--- src/rtl/pipeline_hazard_ctrl.sv ---
// Central stall/flush controller for the 5-stage RV32 pipeline.
// Resolves load-use hazards, MEM-stage redirects and data-memory waits.
// Bounds every memory wait with a timeout FSM and keeps saturating performance counters.
module pipeline_hazard_ctrl #(
  parameter int MEM_TIMEOUT = 16,
  parameter int CNT_W       = 32
) (
  input  logic             clk,
  input  logic             rst,
  input  logic [4:0]       id_rs1_addr,
  input  logic [4:0]       id_rs2_addr,
  input  logic             id_rs1_used,
  input  logic             id_rs2_used,
  input  logic             ex_mem_read,
  input  logic [4:0]       ex_rd_addr,
  input  logic             mem_branch_taken,
  input  logic             mem_jump,
  input  logic             mem_access,
  input  logic             dmem_ready,
  output logic             pc_stall,
  output logic             if_id_stall,
  output logic             id_ex_stall,
  output logic             ex_mem_stall,
  output logic             mem_wb_stall,
  output logic             if_id_flush,
  output logic             id_ex_flush,
  output logic             ex_mem_flush,
  output logic             mem_wb_flush,
  output logic             pc_redirect,
  output logic             mem_fault,
  output logic [CNT_W-1:0] stall_cycles,
  output logic [CNT_W-1:0] flush_events
);

  localparam int WCNT_W = $clog2(MEM_TIMEOUT) + 1;
  // wcnt holds the stall cycles already served before the current one, so
  // reaching MEM_TIMEOUT-1 in WAIT means this cycle is the last allowed stall.
  localparam logic [WCNT_W-1:0] WCNT_LAST = WCNT_W'(MEM_TIMEOUT - 1);

  typedef enum logic [1:0] {IDLE, WAIT, RELEASE} state_t;

  state_t            state;
  logic [WCNT_W-1:0] wcnt;
  logic              mem_wait;
  logic              redirect;
  logic              load_use;
  logic              rs1_hit;
  logic              rs2_hit;

  function automatic logic [CNT_W-1:0] sat_inc(input logic [CNT_W-1:0] v, input logic en);
    if (en && (v != {CNT_W{1'b1}}))
      return v + {{(CNT_W-1){1'b0}}, 1'b1};
    return v;
  endfunction

  assign rs1_hit  = id_rs1_used && (id_rs1_addr == ex_rd_addr);
  assign rs2_hit  = id_rs2_used && (id_rs2_addr == ex_rd_addr);
  // RELEASE lets the stuck access through for one cycle with whatever data is present.
  assign mem_wait = mem_access && !dmem_ready && (state != RELEASE);
  assign redirect = (mem_branch_taken || mem_jump) && !mem_wait;
  assign load_use = ex_mem_read && (ex_rd_addr != 5'd0) && (rs1_hit || rs2_hit)
                    && !mem_wait && !redirect;

  // Same-cycle control decode; everything held low while in reset.
  always_comb begin
    pc_stall     = 1'b0;
    if_id_stall  = 1'b0;
    id_ex_stall  = 1'b0;
    ex_mem_stall = 1'b0;
    mem_wb_stall = 1'b0;
    if_id_flush  = 1'b0;
    id_ex_flush  = 1'b0;
    ex_mem_flush = 1'b0;
    mem_wb_flush = 1'b0;
    pc_redirect  = 1'b0;
    if (!rst) begin
      if (mem_wait) begin
        pc_stall     = 1'b1;
        if_id_stall  = 1'b1;
        id_ex_stall  = 1'b1;
        ex_mem_stall = 1'b1;
        mem_wb_flush = 1'b1;
      end else if (redirect) begin
        pc_redirect  = 1'b1;
        if_id_flush  = 1'b1;
        id_ex_flush  = 1'b1;
        ex_mem_flush = 1'b1;
      end else if (load_use) begin
        pc_stall     = 1'b1;
        if_id_stall  = 1'b1;
        id_ex_flush  = 1'b1;
      end
    end
  end

  // Memory-wait timeout FSM with sticky fault flag.
  always_ff @(posedge clk) begin
    if (rst) begin
      state     <= IDLE;
      wcnt      <= '0;
      mem_fault <= 1'b0;
    end else begin
      case (state)
        IDLE: begin
          if (mem_wait) begin
            wcnt  <= WCNT_W'(1);
            state <= WAIT;
          end
        end
        WAIT: begin
          if (dmem_ready || !mem_access) begin
            state <= IDLE;
            wcnt  <= '0;
          end else if (wcnt == WCNT_LAST) begin
            state     <= RELEASE;
            mem_fault <= 1'b1;
          end else begin
            wcnt <= wcnt + WCNT_W'(1);
          end
        end
        RELEASE: begin
          state <= IDLE;
          wcnt  <= '0;
        end
        default: begin
          state <= IDLE;
          wcnt  <= '0;
        end
      endcase
    end
  end

  // Saturating performance counters.
  always_ff @(posedge clk) begin
    if (rst) begin
      stall_cycles <= '0;
      flush_events <= '0;
    end else begin
      stall_cycles <= sat_inc(stall_cycles, pc_stall);
      flush_events <= sat_inc(flush_events, pc_redirect);
    end
  end

endmodule

--- config.mk ---
export PLATFORM = sky130hd
export DESIGN_NAME = pipeline_hazard_ctrl
export DESIGN_NICKNAME = d
export VERILOG_FILES = /design/src/rtl/pipeline_hazard_ctrl.sv
export SDC_FILE = /design/constraint.sdc
export NUM_CORES = 1
export LEC_CHECK = 0
export CORE_MARGIN = 1.5
export CORE_UTILIZATION = 49
export CTS_BUF_LIST = sky130_fd_sc_hd__clkbuf_8
export CTS_CLUSTER_DIAMETER = 150
export DETAILED_ROUTE_END_ITERATION = 6
export GPL_TIMING_DRIVEN = 0
export MAX_ROUTING_LAYER = met4
export PLACE_DENSITY_LB_ADDON = 0.12
export SYNTH_ARGS = -nofsm -noshare
export SYNTH_HDL_FRONTEND = slang
export SYNTH_SLANG_ARGS = --single-unit
--- constraint.sdc ---
create_clock -name clk -period 6.7 [get_ports clk]
set_input_delay 1.34 -clock clk [delete_from_list [all_inputs] [get_ports clk]]
set_output_delay 1.34 -clock clk [all_outputs]
set_load 0.03 [all_outputs]
==> results.yml, run 1 <==
outcome:
  status: "finished clean"
global_routing:
  grt_pass1_vias: 3177
  grt_use_total_pct: 23.9
  grt_overflow: 0
  grt_pass1_wl_mm: 14.1
  grt_antenna_before_repair: 0
  grt_max_degree: 12
floorplanning:
  fp.coreArea_sq_mm: 0.00718
  num_rows: 31
  dieArea_sq_mm: 0.00785
  start_util_pct: 50.0
  io_pins: 99
  die_w_um: 88.6
  die-height_um: 88.6
setup_path:
  reg2reg_depth: 9
  critPathCapture: "pc_stall"
  r2r_end: "stall_cycles[13]"
  required_ns: 5.36
  max_stage_delay_ns: 0.58
  cp-startpoint: "ex_rd_addr[0]"
  r2r_start: "stall_cycles[0]"
  crit_type: "in2out"
  path_max_fanout: 11
  startpoint_type: "input pin"
  cpMostUsedCell: "clkdlybuf4s50_1"
  cp_slowest_cell: "clkdlybuf4s50_1"
  reg2reg_setup_slack_ns: 4.32
  cp-end-kind: "output pin"
  crit_path_cell_trace: "clkdlybuf4s50_1 -> or4_1 -> o21a_1 -> and3_1 -> a21o_1 -> buf_1 -> buf_4 -> clkdlybuf4s50_1"
  crit_arrival_ns: 4.06
sta:
  slew_headroom_pct: 60.8
  period_needed_ns: 5.40
  fin_tns_setup_ns: 0
  slew_viol_final: 0
  setup_viol: 0
  hold_viol_final: 0
  rsz0062_at_grt: "no"
  hold_ws_ns: 0.471
  max_freq_mhz: 185
  period_share_pct: 80.5
  fin_worst_skew_ns: 0.00542
  tightest_slew_ns: 0.583
power:
  max-vdd-ir-drop_mv: 0.131
  p_leak_nw: 1.71
  power_density_mw_per_mm2: 168
logic_synthesis:
  yosysUniqueCellTypes: 45
  synth_area_sq_mm: 0.00359
  synth-edff-count: 0
  postSynthCellCount: 433
  synthArstFlopShare_pct: 0
  yosysWarnings: 0
  synth_top_area_cell: "dfxtp_1"
  seq_area_frac_synth_pct: 40.2
  synthFlopType: "dfxtp_1"
  yosysTopAreaCellShare_pct: 40.2
  syn_avg_cell_area_sq_um: 8.29
  syn_nets: 461
  synth_area_leaders: "dfxtp_1 40%, xor2_1 8.3%, nor2_1 7.2%"
  synth-seq-cells: 72
layout:
  final_cells: 644
  insertedDiodeCount: 0
  area_delta_synth_final_pct: 35.3
  final_util_pct: 67.7
  nets: 568
  drive_gt1_share_pct: 6.06
placement:
  placed_cells: 628
  port-buffer-count: 96
  globalplace.congestion: 0.835
  hpwlAfterDp_mm: 6.36
cts:
  clkTransAtPathRegs_ns: 0.07
  htree_levels: 3
  ctsHoldBuffers: 0
  clk_latency_ns: 0.34
  cts_max_path_buffers: 2
  cts_made_buffers: 9
  cts_resized: 0
  clockRootBuffer: "clkbuf_8"
  cts_tree: "yes"
  post_cts_buffers: 0
  clkSinkCount: 72
job:
  max_cap_violations: 0
route:
  drc_errors: 0
  firstDrtPassIters: 4
  routed_via_density: 5.24
  finalWirelength_mm: 8.47
  post_drt_wl_per_cell_um: 13.2
  final_antenna_net_count: 0
  drt_iter0_drc: 83
  via_count: 3377
hold_path:
  hp-class: "reg2reg"
==> state kept, by name, summed over array words and instances, names as in the netlist <==
register,count
flush_events,32
stall_cycles,32
wcnt,5
state,2
mem_fault,1
==> worst min-delay path by stage <==
stage | from | endpoint | slack [ns] | cells past startpoint
2_1_floorplan | wcnt[4] | wcnt[4] | 0.46 | 2
3_3_place_gp | mem_fault | mem_fault | 0.44 | 1
3_5_place_dp | mem_fault | mem_fault | 0.46 | 1
4_1_cts | mem_fault | mem_fault | 0.48 | 1
5_1_grt | mem_fault | mem_fault | 0.49 | 1
6_report | mem_fault | mem_fault | 0.47 | 1
==> cell families after synthesis <==
family | count (synthesis) | synth area share (%)
mux | 3 | 1.12
simple gates | 228 | 32.7
other cells | 1 | 0.104
xor+xnor | 59 | 14.4
fa+ha+maj | 4 | 1.39
compound gates | 39 | 6.55
buf+inv | 27 | 3.56
flops | 72 | 40.2
==> area by class of cell <==
cell class	instances	area (sq um)
Buffer	19	97.6
Clock buffer	12	165
Clock inverter	4	18.8
Fill cell	621	2320
Inverter	8	30.0
Multi-Input combinational cell	334	2020
Sequential cell	72	1440
Tap cell	99	124
Timing Repair Buffer	96	961
==> critical path, delay by kind of cell <==
kind | cells | cell delay [ns]
buffers and inverters | 4 | 1.56
AO/OA/AOI/OAI | 2 | 0.43
AND/OR/NAND/NOR | 2 | 0.72
==> synthesized netlist by cell type, drive strengths merged (2+ instances only) <==
cell type   n
or3        12
and2        5
mux2        2
nand2b      5
nand2      33
xor2       34
nor4        7
nand4      26
clkbuf      9
nor2b       3
and4        4
or4         4
a211o       2
o21ai      10
xnor2      25
a21oi      15
buf        10
nand3      27
ha          4
nor2       69
dfxtp      72
and3       14
a21o        2
nor3       16
o22ai       2
inv         8
==> layer usage <==
layer | vias to the layer above | global-route usage, % | wire [um]
li1 | 1721 | - | -
met1 | 1567 | 27.6 | 3800
met2 | 76 | 40.3 | 4140
met3 | 13 | 7.65 | 406
met4 | 0 | 6.25 | 123
met5 | - | - | 0
==> cells in the final DEF, fill, tap and decap left out, types with 12 or more instances in the layout <==
cell / count
clkdlybuf4s50_1: 96
dfxtp_1: 72
nor2_1: 69
xor2_1: 34
nand2_1: 33
nand3_1: 27
nand4_1: 26
xnor2_1: 25
nor3_1: 15
a21oi_1: 15
and3_1: 14
or3_1: 12
clkbuf_8: 12
==> where the power goes <==
part | internal (mW) | switching, mW
Clock | 0.162 | 0.154
Combinational | 0.0331 | 0.0363
Sequential | 0.430 | 0.00295
Total | 0.625 | 0.194
==> stage by stage <==
step / total power [mW] / instance area, sq um / setup slack [ns]
floorplan: 0.481 / 3590 / 2.32
global placement: 0.512 / 4670 / 1.34
detailed placement: 0.513 / 4670 / 1.31
CTS: 0.827 / 4860 / 1.30
global route: 0.854 / 4860 / 1.11
finish: 0.818 / 4860 / 1.30
Power figures use the tool's default switching activity.
==> run 2: changes to the inputs <==
==> constraint.sdc (replaced) <==
create_clock -name clk -period 5.6 [get_ports clk]
set_input_delay 1.12 -clock clk [delete_from_list [all_inputs] [get_ports clk]]
set_output_delay 1.12 -clock clk [all_outputs]
set_load 0.03 [all_outputs]
==> results of run 2 <==
Same layout as run 1 (identical final DEF). Status: finished clean.
Main changes from that run: setup slack after placement 1.31 ns -> 0.645 ns; setup slack after layout 1.30 ns -> 0.644 ns; register-to-register setup slack 4.32 ns -> 3.22 ns; total power 0.818 mW -> 0.979 mW; worst IR drop on VDD 0.131 mV -> 0.157 mV
==> run 3: changes to the inputs <==
==> constraint.sdc (replaced) <==
create_clock -name clk -period 4.75 [get_ports clk]
set_input_delay 0.95 -clock clk [delete_from_list [all_inputs] [get_ports clk]]
set_output_delay 0.95 -clock clk [all_outputs]
set_load 0.03 [all_outputs]
==> results.yml, run 3 (synthesized netlist as in run 1, its figures left out) <==
layout:
  fill_cells: 620
  insertedDiodeCount: 0
  nets: 568
  seq_area_sq_mm: 0.00144
  top_regs: "flush_events (32), stall_cycles (32), wcnt (5)"
  drive_gt1_share_pct: 6.24
  area_delta_synth_final_pct: 35.4
  mostFrequentLayoutCells: "96 x clkdlybuf4s50_1, 72 x dfxtp_1, 69 x nor2_1, 34 x xor2_1, 33 x nand2_1"
  multi_input_comb_area_sq_mm: 0.00202
  final_util_pct: 67.7
  final_common_cell: "clkdlybuf4s50_1"
cts:
  cts_max_path_buffers: 2
  cts_tree: "yes"
  ctsHoldBuffers: 0
  clkSinkCount: 72
  cts_made_buffers: 9
  htree_levels: 3
  clockRootBuffer: "clkbuf_8"
  clk_latency_ns: 0.34
  post_cts_buffers: 0
  clkTransAtPathRegs_ns: 0.07
sta:
  hold_viol_final: 0
  period_share_pct: 95.3
  fin_tns_setup_ns: 0
  slew_headroom_pct: 60.8
  layout_setup_ws_ns: 0.221
  max_freq_mhz: 221
  period_needed_ns: 4.53
  fin_worst_skew_ns: 0.00512
  slew_viol_final: 0
  setup_viol: 0
  rsz0062_at_grt: "no"
  tightest_slew_ns: 0.583
setup_path:
  cp-end-kind: "output pin"
  reg2reg_depth: 9
  required_ns: 3.80
  path_max_fanout: 11
  crit_path_cell_trace: "clkdlybuf4s50_1 -> or4_1 -> o21a_1 -> and3_1 -> a21o_1 -> clkbuf_2 -> buf_4 -> clkdlybuf4s50_1"
  critPathTopFamily: "buffers and inverters"
  cpMostUsedCell: "clkdlybuf4s50_1"
  max_stage_delay_ns: 0.58
  crit_type: "in2out"
  startpoint_type: "input pin"
  crit_arrival_ns: 3.58
  cp_slowest_cell: "clkdlybuf4s50_1"
  worst-path-buf-inv: 4
  cp.depth: 8
route:
  routed_via_density: 5.24
  via_count: 3373
  final_antenna_net_count: 0
  post_drt_wl_per_cell_um: 13.1
  finalWirelength_mm: 8.46
  drc_errors: 0
  drt_iter0_drc: 86
  firstDrtPassIters: 4
power:
  p_sw_mw: 0.272
  power.internal_mw: 0.881
  fin_total_pwr_mw: 1.15
  sequentialPowerShare_pct: 53.0
  p_comb_share_pct: 8.5
  max-vdd-ir-drop_mv: 0.185
  clkPwrFrac_pct: 38.5
  p_leak_nw: 1.72
  swShare_pct: 23.6
  power_density_mw_per_mm2: 237
global_routing:
  grt_max_degree: 12
  grt_antenna_before_repair: 0
  grt_pass1_vias: 3177
  grt_use_total_pct: 23.9
  grt_pass1_wl_mm: 14.1
  grt_overflow: 0
placement:
  hpwlAfterDp_mm: 6.36
  place_ws_ns: 0.135
  globalplace.congestion: 0.835
  port-buffer-count: 96
hold_path:
  holdPathStages: 1
  hp-class: "reg2reg"
job:
  max_cap_violations: 0
floorplanning:
  die_w_um: 88.6
  num_rows: 31
  fp.coreArea_sq_mm: 0.00718
  start_util_pct: 50.0
  die-height_um: 88.6
  io_pins: 99
  dieArea_sq_mm: 0.00785
outcome:
  status: "finished clean"
-- run 3: final timing paths --
path                                       from                to  slack [ns]
worst max register to register  stall_cycles[0]  stall_cycles[13]        2.37
worst min-delay path                  mem_fault         mem_fault        0.47
worst max-delay path              ex_rd_addr[0]          pc_stall        0.22
worst min register to register        mem_fault         mem_fault        0.47
-- run 3: cell type report --
type,count,share of cell area (%)
multi-input combinational,334,41.6
sequential,72,29.7
timing repair buffer,96,19.8
clock buffer,12,3.40
tap,99,2.55
buffer,19,2.03
inverter,8,0.618
clock inverter,4,0.386
-- run 3: routing by layer --
layer  wire, um  up-vias  track usage (%)  share of wire (%)
li1           -     1721                -                  -
met4        115        0             6.25                1.4
met2       4150       75             40.3                 49
met5          0        -                -                  0
met1       3800     1566             27.6                 45
met3        393       11             7.65                4.6
-- run 3: power groups by stage --
stage               Sequential, mW  Clock [mW]  Combinational, mW
finish                       0.611       0.445             0.0980
global route                 0.611       0.486              0.107
CTS                          0.611       0.457             0.0987
detailed placement           0.624           0             0.0987
global placement             0.624           0             0.0975
floorplan                    0.628           0             0.0514
-- run 3: through the flow --
stage | instance area, sq um | cells | hold slack (ns)
finish | 4860 | 644 | 0.471
floorplan | 3590 | 433 | 0.457
CTS | 4860 | 644 | 0.477
global route | 4860 | 644 | 0.492
detailed placement | 4670 | 628 | 0.458
global placement | 4670 | 628 | 0.443
-- run 3: timing repair --
item	CTS	global route
setup endpoints to repair	0	1
resized for setup	0	1
endpoints found under the hold margin	0	0
==> variant: new RTL, config.mk and constraints of run 1 <==
Take the reset off `flush_events` and load it in a clocked block of its own.
--- a/src/rtl/pipeline_hazard_ctrl.sv
+++ b/src/rtl/pipeline_hazard_ctrl.sv
@@ -136,7 +136,9 @@
       stall_cycles <= '0;
-      flush_events <= '0;
     end else begin
       stall_cycles <= sat_inc(stall_cycles, pc_stall);
-      flush_events <= sat_inc(flush_events, pc_redirect);
     end
+  end
+
+  always_ff @(posedge clk) begin
+    flush_events <= sat_inc(flush_events, pc_redirect);
   end
Function: differs if rst is asserted again (counterexample within 4 cycles, from zero or initial values and one cycle with rst high); with rst held inactive, the same outputs for 10 cycles.
==> variant against run 1 <==
Synthesized cell count is 8.3% lower. Register-to-register slack got worse by 0.64 ns. Setup slack improved by 0.049 ns. Sequential cell count unchanged. Power rose by 14%. Wire length is 8.1% higher. Synthesized area is 8.9% higher. Cell area is 7.0% higher. Clock skew is 0.012 ns higher. Critical endpoint unchanged. Highest routed layer unchanged.
==> variant: results (changes against run 1) <==
Parameter                              Value

Placement
  Input/output buffers ... 97 (+1.0%)
  Total half-perimeter wirelength after legalization and detailed placement ... 6633 um (+4.2%)
  Weighted congestion reported at the end of routability-driven placement ... 0.8592 (+2.9%)
  Pre-CTS WS ... 1.338 ns (+0.03292 ns)

Synth
  Count of synthesis-stage warnings from yosys ... 0 (unchanged)
  Post-synthesis sequential area ratio ... 45.07% (+4.9 points)
  Most area-consuming cells after synthesis ... sky130_fd_sc_hd__edfxtp_1 (25%), sky130_fd_sc_hd__dfxtp_1 (20%), sky130_fd_sc_hd__xnor2_1 (7.2%)
  Post-synth cell types ... 50 (+11%)
  Syn_nets ... 425 (-7.8%)
  Top cells by count, synth ... sky130_fd_sc_hd__dfxtp_1 (40), sky130_fd_sc_hd__edfxtp_1 (32), sky130_fd_sc_hd__xnor2_1 (32), sky130_fd_sc_hd__nand2_1 (29), sky130_fd_sc_hd__a21oi_1 (24)
  Count of flip-flops with a built-in enable after synthesis ... 32 (+32)

Timing
  Slew Limit Headroom ... 8.791% (-52 points)
  Clock Skew ... 0.01775 ns (+0.01233 ns)

Finish
  Count of non-CTS buffers in the layout ... 126 (+9.6%)
  Fraction of area in clock buffers and inverters ... 3.636% (-0.15 points)
  Area occupied by multi-input gates ... 1916 um^2 (-5.2%)
  Area share of buffers outside the clock network ... 22.42% (+0.63 points)
  Filler instances ... 627 (+0.97%)
  Fraction of layout cells with a size suffix above 1 ... 8.235% (+2.2 points)
  Nonclk inv count ... 10 (+2)
  # nets final ... 533 (-6.2%)
  Sequential portion of the cell area ... 33.90% (+4.2 points)
  Count of multi-input combinational gates ... 286 (-14%)

Status
  Result of the run ... complete, no violations

Global routing
  Number of global-route vias before repair ... 3,267 (+2.8%)
  Total Routing Usage GR ... 22.80% (-1.1 points)
  Met3 GRT Util ... 3.941% (-3.7 points)
  Pin count of the biggest net entering global routing ... 33 (+21)
  Met2 Usage GRT ... 36.76% (-3.6 points)
  Met1 GRT Util ... 28.34% (+0.75 points)
  Wire length of the first global-routing pass ... 15,090 um (+6.8%)

Detailed routing
  Total detailed-routing wirelength ... 9153 um (+8.1%)
  Detailed-route via count ... 3,425 (+1.4%)
  Amount of wire on met2 after detailed routing ... 4448 um (+7.5%)
  Detail Route met3 WL ... 387 um (-4.7%)
  Detailed-routing wirelength on met1 ... 4230 um (+11%)
  Starting DRT DRC Count ... 176 (+110%)

CTS
  Clock root buffer ... sky130_fd_sc_hd__clkbuf_8

Setup path
  Max FO, Critical Path ... 10 (-1)
  WP data arrival ... 4.01 ns (-0.05 ns)

Power and ir drop
  Static Leak ... 1.791 nW (+4.6%)
  Peak supply drop ... 0.00008070 V (-39%)
variant: cell types whose count changed after synthesis, sizes merged, moves of 9 or more:
cell | before | now
buf | 10 | 19
or4 | 4 | 21
nor3 | 16 | 4
edfxtp | 0 | 32
nor2 | 69 | 22
or3 | 12 | 2
a21oi | 15 | 24
dfxtp | 72 | 40
o31ai | 1 | 19
xor2 | 34 | 11
variant: power breakdown:
part | total, mW | leakage [nW] | switching (mW) | internal, mW
combinational | 0.116 | 1.07 | 0.0635 | 0.0521
clock | 0.333 | 0.100 | 0.163 | 0.169
sequential | 0.487 | 0.624 | 0.0135 | 0.473
total | 0.935 | 1.79 | 0.240 | 0.695
variant: through the flow:
step           hold slack [ns]  instance area [um^2]  utilization [%]  cells
2_1_floorplan           0.4716                  3909                -    397
3_3_place_gp            0.4447                  5007            64.80    596
3_5_place_dp            0.4463                  5007            64.80    596
4_1_cts                 0.4630                  5196            67.24    612
5_1_grt                 0.4934                  5196            67.24    612
6_report                0.4571                  5196            67.24    612
variant: final timing paths:
check                           cells after the start                          to  slack, ns                      start
worst min-delay path                                1      mem_fault$_SDFFE_PP0P_       0.46     mem_fault$_SDFFE_PP0P_
worst max-delay path                                8                    pc_stall       1.35              ex_rd_addr[0]
worst min register to register                      1      mem_fault$_SDFFE_PP0P_       0.46     mem_fault$_SDFFE_PP0P_
worst max register to register                      6  flush_events[10]$_DFFE_PP_       3.68  flush_events[8]$_DFFE_PP_
variant: cell families after synthesis:
kind of cell | synth area share (%)
muxes | 1.248
adders and majority gates | 1.280
other | 0.09594
buffers and inverters | 5.922
AOI/OAI and AO/OA | 11.43
DFF | 45.07
and+or+nand+nor | 25.32
xor gates and xnor gates | 9.635
